===== src/rtl/led_ctrl_pkg.sv =====
// Shared definitions for the board LED control blocks: state encoding,
// the all-off LED value and the maximum number of LED requesters.
package led_ctrl_pkg;

  typedef enum logic {
    ST_IDLE = 1'b0,
    ST_SHOW = 1'b1
  } led_state_t;

  localparam logic [7:0] LED_ALL_OFF = 8'hFF;
  localparam int         MAX_REQ     = 4;

endpackage


===== src/rtl/led_tick_gen.sv =====
// Free-running prescaler producing a one-cycle tick every TICK_DIV clocks.
// Shared by board-status blocks that need a slow human-visible time base.
module led_tick_gen #(
  parameter int TICK_DIV = 25000000
) (
  input  logic clk,
  input  logic rst,
  output logic tick
);

  localparam int            CW   = (TICK_DIV > 1) ? $clog2(TICK_DIV) : 1;
  localparam logic [CW-1:0] LAST = CW'(TICK_DIV - 1);

  logic [CW-1:0] r_cnt;

  // Count 0..TICK_DIV-1 and wrap, independent of any consumer state.
  always_ff @(posedge clk or posedge rst) begin
    if (rst) begin
      r_cnt <= '0;
    end else if (r_cnt == LAST) begin
      r_cnt <= '0;
    end else begin
      r_cnt <= r_cnt + CW'(1);
    end
  end

  assign tick = (r_cnt == LAST);

endmodule


===== src/rtl/led_bank_arbiter.sv =====
// Round-robin owner of the active-low LED bank. Each grant latches the
// winner's pattern and holds it for HOLD_TICKS prescaled ticks; at expiry a
// waiting requester is granted back-to-back, otherwise the bank goes dark.
module led_bank_arbiter
  import led_ctrl_pkg::*;
#(
  parameter int         NREQ       = 4,
  parameter int         TICK_DIV   = 25000000,
  parameter int         HOLD_TICKS = 4,
  parameter logic [7:0] IDLE_PAT   = LED_ALL_OFF
) (
  input  logic              clk,
  input  logic              rst,
  input  logic [NREQ-1:0]   req,
  input  logic [8*NREQ-1:0] pat,
  output logic [NREQ-1:0]   gnt,
  output logic              busy,
  output logic [1:0]        owner,
  output logic [7:0]        led
);

  localparam int HW = $clog2(HOLD_TICKS + 1);

  led_state_t              r_state;
  led_state_t              w_state_nxt;
  logic [7:0]              r_led;
  logic [7:0]              w_led_nxt;
  logic [NREQ-1:0]         r_gnt;
  logic [NREQ-1:0]         w_gnt_nxt;
  logic                    r_busy;
  logic                    w_busy_nxt;
  logic [1:0]              r_owner;
  logic [1:0]              w_owner_nxt;
  logic [HW-1:0]           r_hold;
  logic [HW-1:0]           w_hold_nxt;
  logic                    w_tick;
  logic                    w_any;
  logic                    w_grant;
  logic [2:0]              w_pick;
  logic [1:0]              w_win;
  logic [MAX_REQ-1:0]      w_req_ext;
  logic [8*MAX_REQ-1:0]    w_pat_ext;

  // Search owner+1, owner+2, ... wrapping modulo NREQ (not modulo 4), so the
  // requester just served is considered last. Returns {found, index}.
  function automatic logic [2:0] pick_rr(input logic [1:0]         cur,
                                         input logic [MAX_REQ-1:0] rq);
    logic       found;
    logic [1:0] idx;
    logic [1:0] cand;
    found = 1'b0;
    idx   = 2'd0;
    for (int k = 1; k <= NREQ; k++) begin
      cand = 2'((int'(cur) + k) % NREQ);
      if (!found && rq[cand]) begin
        found = 1'b1;
        idx   = cand;
      end
    end
    return {found, idx};
  endfunction

  led_tick_gen #(
    .TICK_DIV (TICK_DIV)
  ) u_tick (
    .clk  (clk),
    .rst  (rst),
    .tick (w_tick)
  );

  // Pad to the widest configuration so indexing by a 2-bit owner is uniform.
  assign w_req_ext = MAX_REQ'(req);
  assign w_pat_ext = (8*MAX_REQ)'(pat);
  assign w_any     = |req;
  assign w_pick    = pick_rr(r_owner, w_req_ext);
  assign w_win     = w_pick[1:0];

  // Next-state and next-output decision; gnt is a pulse so it defaults low.
  always_comb begin
    w_state_nxt = r_state;
    w_led_nxt   = r_led;
    w_gnt_nxt   = '0;
    w_busy_nxt  = r_busy;
    w_owner_nxt = r_owner;
    w_hold_nxt  = r_hold;
    w_grant     = 1'b0;
    case (r_state)
      ST_IDLE: begin
        if (w_any) begin
          w_grant = 1'b1;
        end
      end
      ST_SHOW: begin
        // Requests are only looked at on the expiring tick.
        if (w_tick) begin
          if (r_hold != HW'(1)) begin
            w_hold_nxt = r_hold - HW'(1);
          end else if (w_any) begin
            w_grant = 1'b1;
          end else begin
            w_state_nxt = ST_IDLE;
            w_led_nxt   = IDLE_PAT;
            w_busy_nxt  = 1'b0;
          end
        end
      end
      default: begin
        w_state_nxt = ST_IDLE;
        w_led_nxt   = IDLE_PAT;
        w_busy_nxt  = 1'b0;
      end
    endcase
    if (w_grant) begin
      w_gnt_nxt   = NREQ'(1) << w_win;
      w_owner_nxt = w_win;
      w_led_nxt   = w_pat_ext[{w_win, 3'b000} +: 8];
      w_busy_nxt  = 1'b1;
      w_hold_nxt  = HW'(HOLD_TICKS);
      w_state_nxt = ST_SHOW;
    end
  end

  // State and output registers; owner resets to NREQ-1 so requester 0 goes first.
  always_ff @(posedge clk or posedge rst) begin
    if (rst) begin
      r_state <= ST_IDLE;
      r_led   <= IDLE_PAT;
      r_gnt   <= '0;
      r_busy  <= 1'b0;
      r_owner <= 2'(NREQ - 1);
      r_hold  <= '0;
    end else begin
      r_state <= w_state_nxt;
      r_led   <= w_led_nxt;
      r_gnt   <= w_gnt_nxt;
      r_busy  <= w_busy_nxt;
      r_owner <= w_owner_nxt;
      r_hold  <= w_hold_nxt;
    end
  end

  assign gnt   = r_gnt;
  assign busy  = r_busy;
  assign owner = r_owner;
  assign led   = r_led;

endmodule

===== config.mk =====
export PLATFORM = sky130hd
export DESIGN_NAME = led_bank_arbiter
export DESIGN_NICKNAME = d
export VERILOG_FILES = /design/src/rtl/led_ctrl_pkg.sv /design/src/rtl/led_tick_gen.sv /design/src/rtl/led_bank_arbiter.sv
export SDC_FILE = /design/constraint.sdc
export NUM_CORES = 1
export LEC_CHECK = 0
export BUFFER_PORTS_ARGS = -buffer_cell sky130_fd_sc_hd__buf_2
export CORE_UTILIZATION = 45
export DETAILED_ROUTE_END_ITERATION = 10
export GPL_TIMING_DRIVEN = 0
export PLACE_DENSITY_LB_ADDON = 0.12
export REMOVE_ABC_BUFFERS = 1
export SYNTH_ARGS = -nofsm -noshare
export SYNTH_HDL_FRONTEND = slang
export SYNTH_SLANG_ARGS = --single-unit
export TNS_END_PERCENT = 30

===== constraint.sdc =====
create_clock -name clk -period 2.01 [get_ports clk]
set_clock_uncertainty 0.2 [all_clocks]
set_input_delay 0.402 -clock clk [delete_from_list [all_inputs] [get_ports clk]]
set_output_delay 0.402 -clock clk [all_outputs]
set_load 0.02 [all_outputs]

# Word level (Yosys, flattened, before mapping)
# Index checks and enable logic that the tools add are counted.
classes:
  bitwise: 1
  n_div: 0
  shifts: 2
  n_lt_le_gt_ge: 4
  mux: 39
  n_eq_ne: 4
  n_reduce_logical: 12
  n_mul: 0
  n_addsub: 6
op_table:
  columns: ["operator", "count"]
  rows:
  - ["$mux 8", 5]
  - ["$shiftx 32x6->8", 1]
  - ["$add 25x1->25 const B", 1]
  - ["$eq 25x25->1 const B", 1]
  - ["$mux 25", 1]
  - ["$mux 1", 19]
  - ["$lt 2x3->1 const B", 4]
  - ["$mux 3", 4]
  - ["$bmux 1 s2", 4]
  - ["$mux 2", 4]
  - ["$reduce_bool 2->1", 3]
  - ["$add 2x1->2 const B", 2]
  - ["$add 2x2->2 const B", 2]
  - ["$mux 4", 1]
  - ["$reduce_and 4->1", 1]
  - ["$reduce_or 4->1", 1]
  - ["$shl 1x2->4 const A", 1]
  - ["$logic_and 1x1->1", 3]
  - ["$logic_not 1->1", 3]
  - ["$ne 3x1->1 const B", 1]
  - ["$reduce_and 3->1", 1]
  - ["$sub 3x1->3 const B", 1]
  - ["$ne 2x1->1 const B", 1]
  - ["$ne 2x2->1 const B", 1]
  - ["2 further kinds", 2]
word_totals:
  regBits: 44
  ram_bits: 0
  mem_bits_ro: 0
  wordCells: 75
  memories: 0
  output_inout_bits: 15
  latchBits: 0

# Logic depth before layout (Yosys ltp)
# Gate-level depths: netlist of the first run.
logic_depth:
  ltp_word: 15
  depth_mapped: 7
  depth_no_buf: 6

# By module
# Synthesis of the first run repeated with hierarchy kept, for this count alone.
unflattened:
  hier_cells: 261
  area_unflattened_um2: 2586.2
by_module_without_submodules:
  columns: ["module", "cells_each", "seq_area_each_um2", "area_each_um2", "n_inst"]
  rows:
  - ["led_tick_gen", 134, 625.6, 1337.5, 1]
  - ["led_bank_arbiter", 127, 488.0, 1248.7, 1]

# Worst setup path after synthesis of the first run
# OpenSTA, ideal clock, no wires.
synth_path:
  path_kind: "reg2reg"
  start: "register r_owner[0], in the netlist owner[0]"
  end: "register r_gnt[1], in the netlist gnt[1]"
  n_path_buf: 0
  required_ns: 1.743
  stages_incl_launch_ff: 6
  period_less_slack_ns: 1.996
  setup_slack_ns: 0.014
  setup_ns: 0.067
  t_arrival_ns: 1.729
  cell_sequence: "dfstp_2 -> and3b_1 -> o32ai_2 -> inv_1 -> a211oi_4 -> and2_1"
synth_via:
  elab_chain_len: 15
  elab_cells_between_ends: 27
synth_rtl:
  columns: ["element", "line_no", "source"]
  rows:
  - ["start: declaration", "led_bank_arbiter.sv:32", "logic [1:0] r_owner;"]
  - ["start signal: assignment", "led_bank_arbiter.sv:130", "r_owner <= 2'(NREQ - 1);"]
  - ["start signal: assignment", "led_bank_arbiter.sv:137", "r_owner <= w_owner_nxt;"]
  - ["$add 2x1->2", "led_bank_arbiter.sv:54", "cand = 2'((int'(cur) + k) % NREQ);"]
  - ["$bmux 1 s2", "led_bank_arbiter.sv:55", "if (!found && rq[cand]) begin"]
  - ["$mux 1 (implied by the code)", "led_bank_arbiter.sv:55", null]
  - ["$mux 1", "led_bank_arbiter.sv:55", null]
  - ["$logic_not 1->1", "led_bank_arbiter.sv:55", null]
  - ["$logic_and 1x1->1", "led_bank_arbiter.sv:55", null]
  - ["$mux 1", "led_bank_arbiter.sv:55", null]
  - ["$logic_not 1->1", "led_bank_arbiter.sv:55", null]
  - ["$logic_and 1x1->1", "led_bank_arbiter.sv:55", null]
  - ["$mux 1", "led_bank_arbiter.sv:55", null]
  - ["$logic_not 1->1", "led_bank_arbiter.sv:55", null]
  - ["$logic_and 1x1->1", "led_bank_arbiter.sv:55", null]
  - ["$mux 2 (*)", "led_bank_arbiter.sv:55", null]
  - ["$shl 1x2->4 (*)", "led_bank_arbiter.sv:114", "w_gnt_nxt = NREQ'(1) << w_win;"]
  - ["$mux 4 (*)", "led_bank_arbiter.sv:113", "if (w_grant) begin"]
  - ["via w_gnt_nxt[1]", "led_bank_arbiter.sv:29", "logic [NREQ-1:0] w_gnt_nxt;"]
  - ["end signal: assignment", "led_bank_arbiter.sv:135", "r_gnt <= w_gnt_nxt;"]
  - ["end: declaration", "led_bank_arbiter.sv:28", "logic [NREQ-1:0] r_gnt;"]
# The timed path passes the listed nets; every way through them passes the cells marked *. The select of a mux whose other input is x is not followed.
# A chain may end at the register's enable or synchronous reset.

# Worst setup path after layout of the first run
layout_path:
  start: "register u_tick.r_cnt[6]"
  end: "register r_led[4], in the netlist led[4]"
layout_via:
  elab_chain_len: 5
  elab_cells_between_ends: 9
layout_rtl:
  columns: ["element", "line_no", "source"]
  rows:
  - ["start: declaration", "led_tick_gen.sv:14", "logic [CW-1:0] r_cnt;"]
  - ["start signal: assignment", "led_tick_gen.sv:23", "r_cnt <= r_cnt + CW'(1);"]
  - ["$eq 25x25->1 (*)", "led_tick_gen.sv:27", "assign tick = (r_cnt == LAST);"]
  - ["$mux 1", "led_bank_arbiter.sv:95", "if (w_tick) begin"]
  - ["$pmux 1 s2", "led_bank_arbiter.sv:87", "case (r_state)"]
  - ["$ne 2x2->1 (no source line), or another cell as far along", null, null]
  - ["$reduce_and 4->1 (no source line)", null, null]
  - ["end signal: assignment", "led_bank_arbiter.sv:134", "r_led <= w_led_nxt;"]
  - ["end: declaration", "led_bank_arbiter.sv:26", "logic [7:0] r_led;"]
# Every way passes the cells marked *; elsewhere a longest branch is shown, timed or not.

==> results of run 1 <==
==> critical path: stages (launching register included) <==
cell and delay (ns):
dfrtp_2 0.43, nor4_4 0.30, and4_4 0.30, and2_4 0.18, a31oi_4 0.14, a222oi_1 0.40
==> registers in the layout, summed over array words and instances, names as in the netlist <==
| name | flops |
|---|---|
| r_hold | 3 |
| owner | 2 |
| gnt | 4 |
| r_state | 1 |
| led | 8 |
| busy | 1 |
| u_tick.r_cnt | 25 |
==> path summary, 6_finish.rpt <==
path | startpoint | endpoint | slack, ns | depth (start not counted)
setup / recovery | u_tick.r_cnt[6] | led[4] | -0.04 | 5
hold / removal | pat[4] | led[4] | 0.20 | 3
setup reg to reg | u_tick.r_cnt[6] | led[4] | -0.04 | 5
hold reg to reg | u_tick.r_cnt[23] | u_tick.r_cnt[23] | 0.29 | 1
max in group asynchronous | rst | owner[0] | 0.76 | 4
min in group asynchronous | rst | u_tick.r_cnt[8] | 0.35 | 3
==> per-stage QoR <==
step           setup TNS, ns  setup slack (ns)  hold WS, ns  area (um^2)
2_1_floorplan          -8.66            -0.750        0.248         2380
3_3_place_gp          -21.70             -1.15        0.280         2730
3_5_place_dp           -4.15            -0.411        0.120         2770
4_1_cts               -0.211           -0.0490        0.199         3010
5_1_grt                -1.50            -0.160        0.203         3020
6_report              -0.124           -0.0352        0.199         3020
==> cells in the mapped netlist, types with 5 or more instances <==
cell type | n | area share [%]
nand3_1 | 13 | 2.7
dfrtp_1 | 34 | 35
and3_1 | 6 | 1.6
xnor2_1 | 7 | 2.5
a222oi_1 | 8 | 3.3
nand2_1 | 12 | 1.9
mux2i_1 | 20 | 8.3
dfstp_2 | 10 | 11
inv_1 | 13 | 2.0
nand2b_1 | 5 | 1.3
xor2_1 | 14 | 5.1
nor2_1 | 20 | 3.1
==> kinds of logic after synthesis <==
| group | Yosys count | synth area share (%) |
|---|---|---|
| AOI/OAI and AO/OA | 29 | 11.0 |
| xor gates and xnor gates | 21 | 7.62 |
| adders and majority gates | 3 | 1.56 |
| buffers and inverters | 18 | 3.21 |
| DFF | 44 | 46.1 |
| muxes | 21 | 8.92 |
| and+or+nand+nor | 84 | 21.5 |
==> per-layer routing <==
layer | track usage, % | up-vias
met1 | 26.0 | 898
li1 | - | 933
met3 | 5.35 | 6
met5 | 0 | -
met2 | 30.4 | 45
met4 | 5.56 | 0
==> what timing repair did <==
| item | in CTS | in global routing |
|---|---|---|
| resized for setup | 8 | 3 |
| endpoints found under the hold margin | 6 | 0 |
| cloned | 1 | 0 |
| pin swaps | 11 | 6 |
| setup buffers | 10 | 0 |
| endpoints found under the setup margin | 22 | 19 |
| hold buffers | 1 | 0 |
==> power by group <==
group	switching, W	internal, W	total (W)	leakage [nW]
registers	0.0000196	0.000931	0.000951	0.549
logic	0.000142	0.000128	0.000270	0.911
clock network	0.000308	0.000280	0.000588	0.0445
total	0.000470	0.00134	0.00181	1.50
==> cell type report <==
type	instances	area, um^2
repair buffers	65	398
multi-input cells	159	1270
flip-flops and latches	44	1120
fillers	484	2120
well taps	70	87.6
inverters	13	48.8
clock buffers	7	86.3
clock inverters	1	7.51
==> impl_metrics.py, run 1 <==
metrics = {
    "floorplanning": {
        "die-width_um": 75.2,
        "floorplan.initialDensity_pct": 47.0,
        "boundaryPins": 53,
        "std_cell_rows": 26,
        "die_area_mm2": 0.00566,
        "coreArea_mm2": 0.00514,
        "die_y_um": 75.2,
    },
    "yosys": {
        "netlist-cell-type-count": 55,
        "synth-async-reset-ratio_pct": 100,
        "ys.warnings.count": 0,
        "ys_ff_latch": 44,
        "syn-cell-area_mm2": 0.00241,
        "seq_area_frac_synth_pct": 46.1,
        "synth_cells": 220,
        "synth-edff-count": 0,
        "ys.flop_type": "dfrtp_1",
        "post_synth.cell_area_avg_um2": 11.0,
    },
    "detailed_routing": {
        "final_antenna_net_count": 0,
        "wl_met1_mm": 2.30,
        "wl_met3_um": 200,
        "drt_pre_antenna_iters": 4,
        "highest_layer": "met4",
        "wire_per_inst_um": 13.6,
        "detail_route.drc_violations": 0,
        "vias": 1882,
        "drt_wl_total_mm": 4.88,
        "initialDrtViolationCount": 85,
        "vias_per_cell": 5.24,
        "detailroute.wirelength.met2_mm": 2.33,
    },
    "finish": {
        "finish.cell_count_without_fillers": 359,
        "areaGrowthSynthToFinish_pct": 25.1,
        "number_of_inserted_diodes": 0,
        "layout.nets": 329,
        "final_cell_mix": "52 x buf_2, 31 x dfrtp_1, 20 x nor2_1, 20 x mux2i_1, 14 x xor2_1",
        "finalCoreUtilization_pct": 58.8,
        "mostFrequentLayoutCell": "buf_2",
        "ratio_of_cells_with_drive_above_1_in_the_final_layout_pct": 37.7,
    },
    "clocking": {
        "cts_tree": "built",
        "cts.sink_count": 44,
        "cts_max_level": 2,
        "worst_skew_pair.late_latency_ns": 0.29,
        "cts_buffers": 5,
        "cts_max_path_buffers": 2,
        "clkTransAtPathRegs_ns": 0.09,
        "clockRootBuffer": "clkbuf_8",
    },
    "grt": {
        "largest_net_degree_at_the_start_of_global_routing": 38,
        "grt_pass1_wl_mm": 8.03,
        "number_of_global_route_vias_before_repair": 1752,
        "antenna_found_initial": 0,
        "global_route.usage.total_pct": 19.2,
        "grt.overflow.total": 0,
    },
    "flow_run": {
        "max_cap_viol_count": 0,
    },
    "critical_path": {
        "end_kind": "flop",
        "timing.setup.critical_path_class": "flop to flop",
        "critical_path_required_ns": 2.00,
        "cp.arrival_ns": 2.04,
        "maximum_net_fanout_on_the_critical_path": 8,
        "critPathLaunchType": "flop",
    },
    "placed_design": {
        "numPlacedInstances": 339,
        "port_buffers": 52,
        "place.gp.congestion": 0.717,
        "dp_hpwl_mm": 3.33,
    },
    "timing": {
        "rsz0062_at_grt": "true",
        "final-setup-viol-count": 6,
        "finalMaxSlewViolations": 0,
        "timing.final.crit_period_ns": 2.05,
        "timing.slew.headroom_pct": 52.2,
        "final_critical_path_setup_slack_ns": -0.0352,
        "timing.final.hold_violations": 0,
        "fmax_mhz": 489,
        "tightest_slew_ns": 0.712,
        "post-route-period-util_pct": 102,
    },
    "power_and_ir_drop": {
        "leakage_nw": 1.50,
        "worst_ir_drop_vdd_uv": 339,
        "totalPowerFinal_w": 0.00181,
        "powerDensity_mw_per_mm2": 599,
    },
    "outcome": {
        "run_status": "complete, but fails checks",
        "violations": "negative setup slack",
    },
    "min_path": {
        "min_path_type": "primary input to flop",
    },
}
(Power assumes the default switching activity.)
==> run 2: changes to the inputs <==
RECOVER_POWER = 100   (was default)
==> run 2 against run 1 <==
The flow still finishes with violations (negative setup slack). First-iteration DRC count increased by 1.2%. Clock-buffer cell count unchanged. Register-to-register slack about the same. Largest cell class unchanged. Core utilization decreased by 0.61 points. Critical endpoint unchanged. Cell count unchanged. Cell area decreased by 1.0%. Combinational power decreased by 4%. Worst hold slack about the same. Sequential share of layout area increased by 0.39 points. Fmax increased by 0.38%.
==> impl_metrics.py, run 2 (synthesis gave the netlist of run 1 again) <==
metrics = {
    "outcome": {
        "run_status": "complete, but fails checks",
        "violations": "negative setup slack",
    },
    "grt": {
        "global_route.usage.total_pct": 19.2,
        "grt_pass1_wl_mm": 8.03,
        "number_of_global_route_vias_before_repair": 1752,
        "largest_net_degree_at_the_start_of_global_routing": 38,
        "grt.overflow.total": 0,
        "antenna_found_initial": 0,
    },
    "critical_path": {
        "rr_startpoint": "u_tick.r_cnt[6]",
        "cp_slowest_stage_delay_ns": 0.43,
        "launch_point_of_the_worst_path": "u_tick.r_cnt[6]",
        "critical_path.top_delay_family": "simple AND/OR/NAND/NOR gates",
        "r2r-end": "led[4]",
        "critical_path_required_ns": 2.00,
        "reg2reg_slack_ns": -0.03,
        "worstPathBufferInverterCount": 0,
        "end_kind": "flop",
        "timing.setup.critical_path_class": "flop to flop",
        "cpMaxStageDelayCell": "dfrtp_2",
        "cp_cell_sequence": "nor4_4, and4_4, and2_4, a31oi_4, a222oi_1",
        "critPathLaunchType": "flop",
        "cp.arrival_ns": 2.03,
        "ff2ff_path_depth": 5,
        "maximum_net_fanout_on_the_critical_path": 8,
    },
    "min_path": {
        "min_to": "led[4]",
        "min_path_type": "primary input to flop",
        "hold_path.startpoint": "pat[4]",
        "worst_hold_path.num_cells": 3,
    },
    "timing": {
        "finalMaxSlewViolations": 0,
        "rsz0062_at_grt": "true",
        "finalHoldWorstSlack_ns": 0.199,
        "fmax_mhz": 491,
        "final-setup-viol-count": 7,
        "timing.final.hold_violations": 0,
        "post-route-period-util_pct": 101,
        "timing.final.crit_period_ns": 2.04,
        "timing.slew.headroom_pct": 52.1,
        "tightest_slew_ns": 0.713,
        "final_critical_path_setup_slack_ns": -0.0275,
    },
    "clocking": {
        "cts_buffers": 5,
        "clockRootBuffer": "clkbuf_8",
        "clkTransAtPathRegs_ns": 0.09,
        "cts_max_level": 2,
        "worst_skew_pair.late_latency_ns": 0.29,
        "cts_max_path_buffers": 2,
        "cts_tree": "built",
        "cts.sink_count": 44,
    },
    "detailed_routing": {
        "wire_per_inst_um": 13.7,
        "vias_per_cell": 5.25,
        "detail_route.drc_violations": 0,
        "drt_wl_total_mm": 4.91,
        "vias": 1886,
        "final_antenna_net_count": 0,
        "drt_pre_antenna_iters": 5,
        "initialDrtViolationCount": 86,
    },
    "power_and_ir_drop": {
        "leakage_nw": 1.46,
        "totalPowerFinal_w": 0.00180,
        "power.sequential.fraction_pct": 53.0,
        "powerDensity_mw_per_mm2": 601,
        "sw_frac_of_total_pct": 26.0,
        "worst_ir_drop_vdd_uv": 330,
        "switching_power_w": 0.000467,
        "power.share.combinational_pct": 14.4,
        "clock_power_share_pct": 32.6,
        "internal_cell_power_w": 0.00133,
    },
    "floorplanning": {
        "std_cell_rows": 26,
        "coreArea_mm2": 0.00514,
        "die_area_mm2": 0.00566,
        "die_y_um": 75.2,
        "floorplan.initialDensity_pct": 47.0,
        "die-width_um": 75.2,
        "boundaryPins": 53,
    },
    "placed_design": {
        "placed_area_mm2": 0.00277,
        "place.gp.congestion": 0.717,
        "port_buffers": 52,
        "dp_slack_ns": -0.411,
        "numPlacedInstances": 339,
        "dp_hpwl_mm": 3.33,
    },
    "flow_run": {
        "max_cap_viol_count": 0,
    },
    "finish": {
        "layout.nets": 329,
        "final_cell_mix": "39 x buf_2, 31 x dfrtp_1, 20 x nor2_1, 20 x mux2i_1",
        "registers.top_by_ff_count": "u_tick.r_cnt",
        "areaGrowthSynthToFinish_pct": 23.8,
        "ratio_of_cells_with_drive_above_1_in_the_final_layout_pct": 32.5,
        "finish.cell_count_without_fillers": 359,
        "largest_register_ff_count": 25,
        "final_cell_area_mm2": 0.00299,
        "number_of_inserted_diodes": 0,
        "mostFrequentLayoutCell": "buf_2",
    },
}
## run 2: worst max-delay path by stage
stage / end / slack (ns) / cells after the start
floorplan: led[0] / -0.75 / 5
global route: led[6] / -0.16 / 5
CTS: led[6] / -0.05 / 5
global placement: led[1] / -1.15 / 6
finish: led[4] / -0.03 / 5
detailed placement: led[0] / -0.41 / 6
## run 2: power groups by stage
stage / logic, W / clock network [W] / registers (W)
after floorplan: 0.000122 / 0 / 0.00101
after global placement: 0.000250 / 0 / 0.000967
after detailed placement: 0.000262 / 0 / 0.000968
after CTS: 0.000271 / 0.000604 / 0.000952
final: 0.000259 / 0.000584 / 0.000953
after global routing: 0.000286 / 0.000639 / 0.000958
## run 2: tightest hold or removal path: stages
cell      delay, ns
buf_2          0.10
mux2i_1        0.11
a222oi_1       0.08
## run 2: repair_timing
item,4_1_cts,5_1_grt
hold buffers,1,0
buffers inserted,10,0
gates resized for setup,8,3
cloned,1,0
pin swaps,11,6
endpoints found under the hold margin,6,0
endpoints found under the setup margin,22,19
## run 2: area by class of cell
| type | instances | area (um^2) |
|---|---|---|
| timing repair buffer | 65 | 369 |
| inverter | 13 | 48.8 |
| tap | 70 | 87.6 |
| clock buffer | 7 | 86.3 |
| sequential | 44 | 1120 |
| multi-input combinational | 159 | 1270 |
| clock inverter | 1 | 7.51 |
| fill | 493 | 2150 |
## run 2: through the flow
stage / setup TNS [ns] / utilization, %
after CTS: -0.211 / 58.5
final: -0.0956 / 58.2
after floorplan: -8.66 / -
after detailed placement: -4.15 / 53.9
after global placement: -21.70 / 53.2
after global routing: -1.66 / 58.2
## run 2: per-layer routing
| layer | routed length [um] | GRT usage, % | vias to the layer above |
|---|---|---|---|
| li1 | - | - | 933 |
| met1 | 2360 | 26.0 | 905 |
| met2 | 2310 | 30.4 | 42 |
| met3 | 189 | 5.35 | 6 |
| met4 | 44 | 5.56 | 0 |
| met5 | 0 | 0 | - |
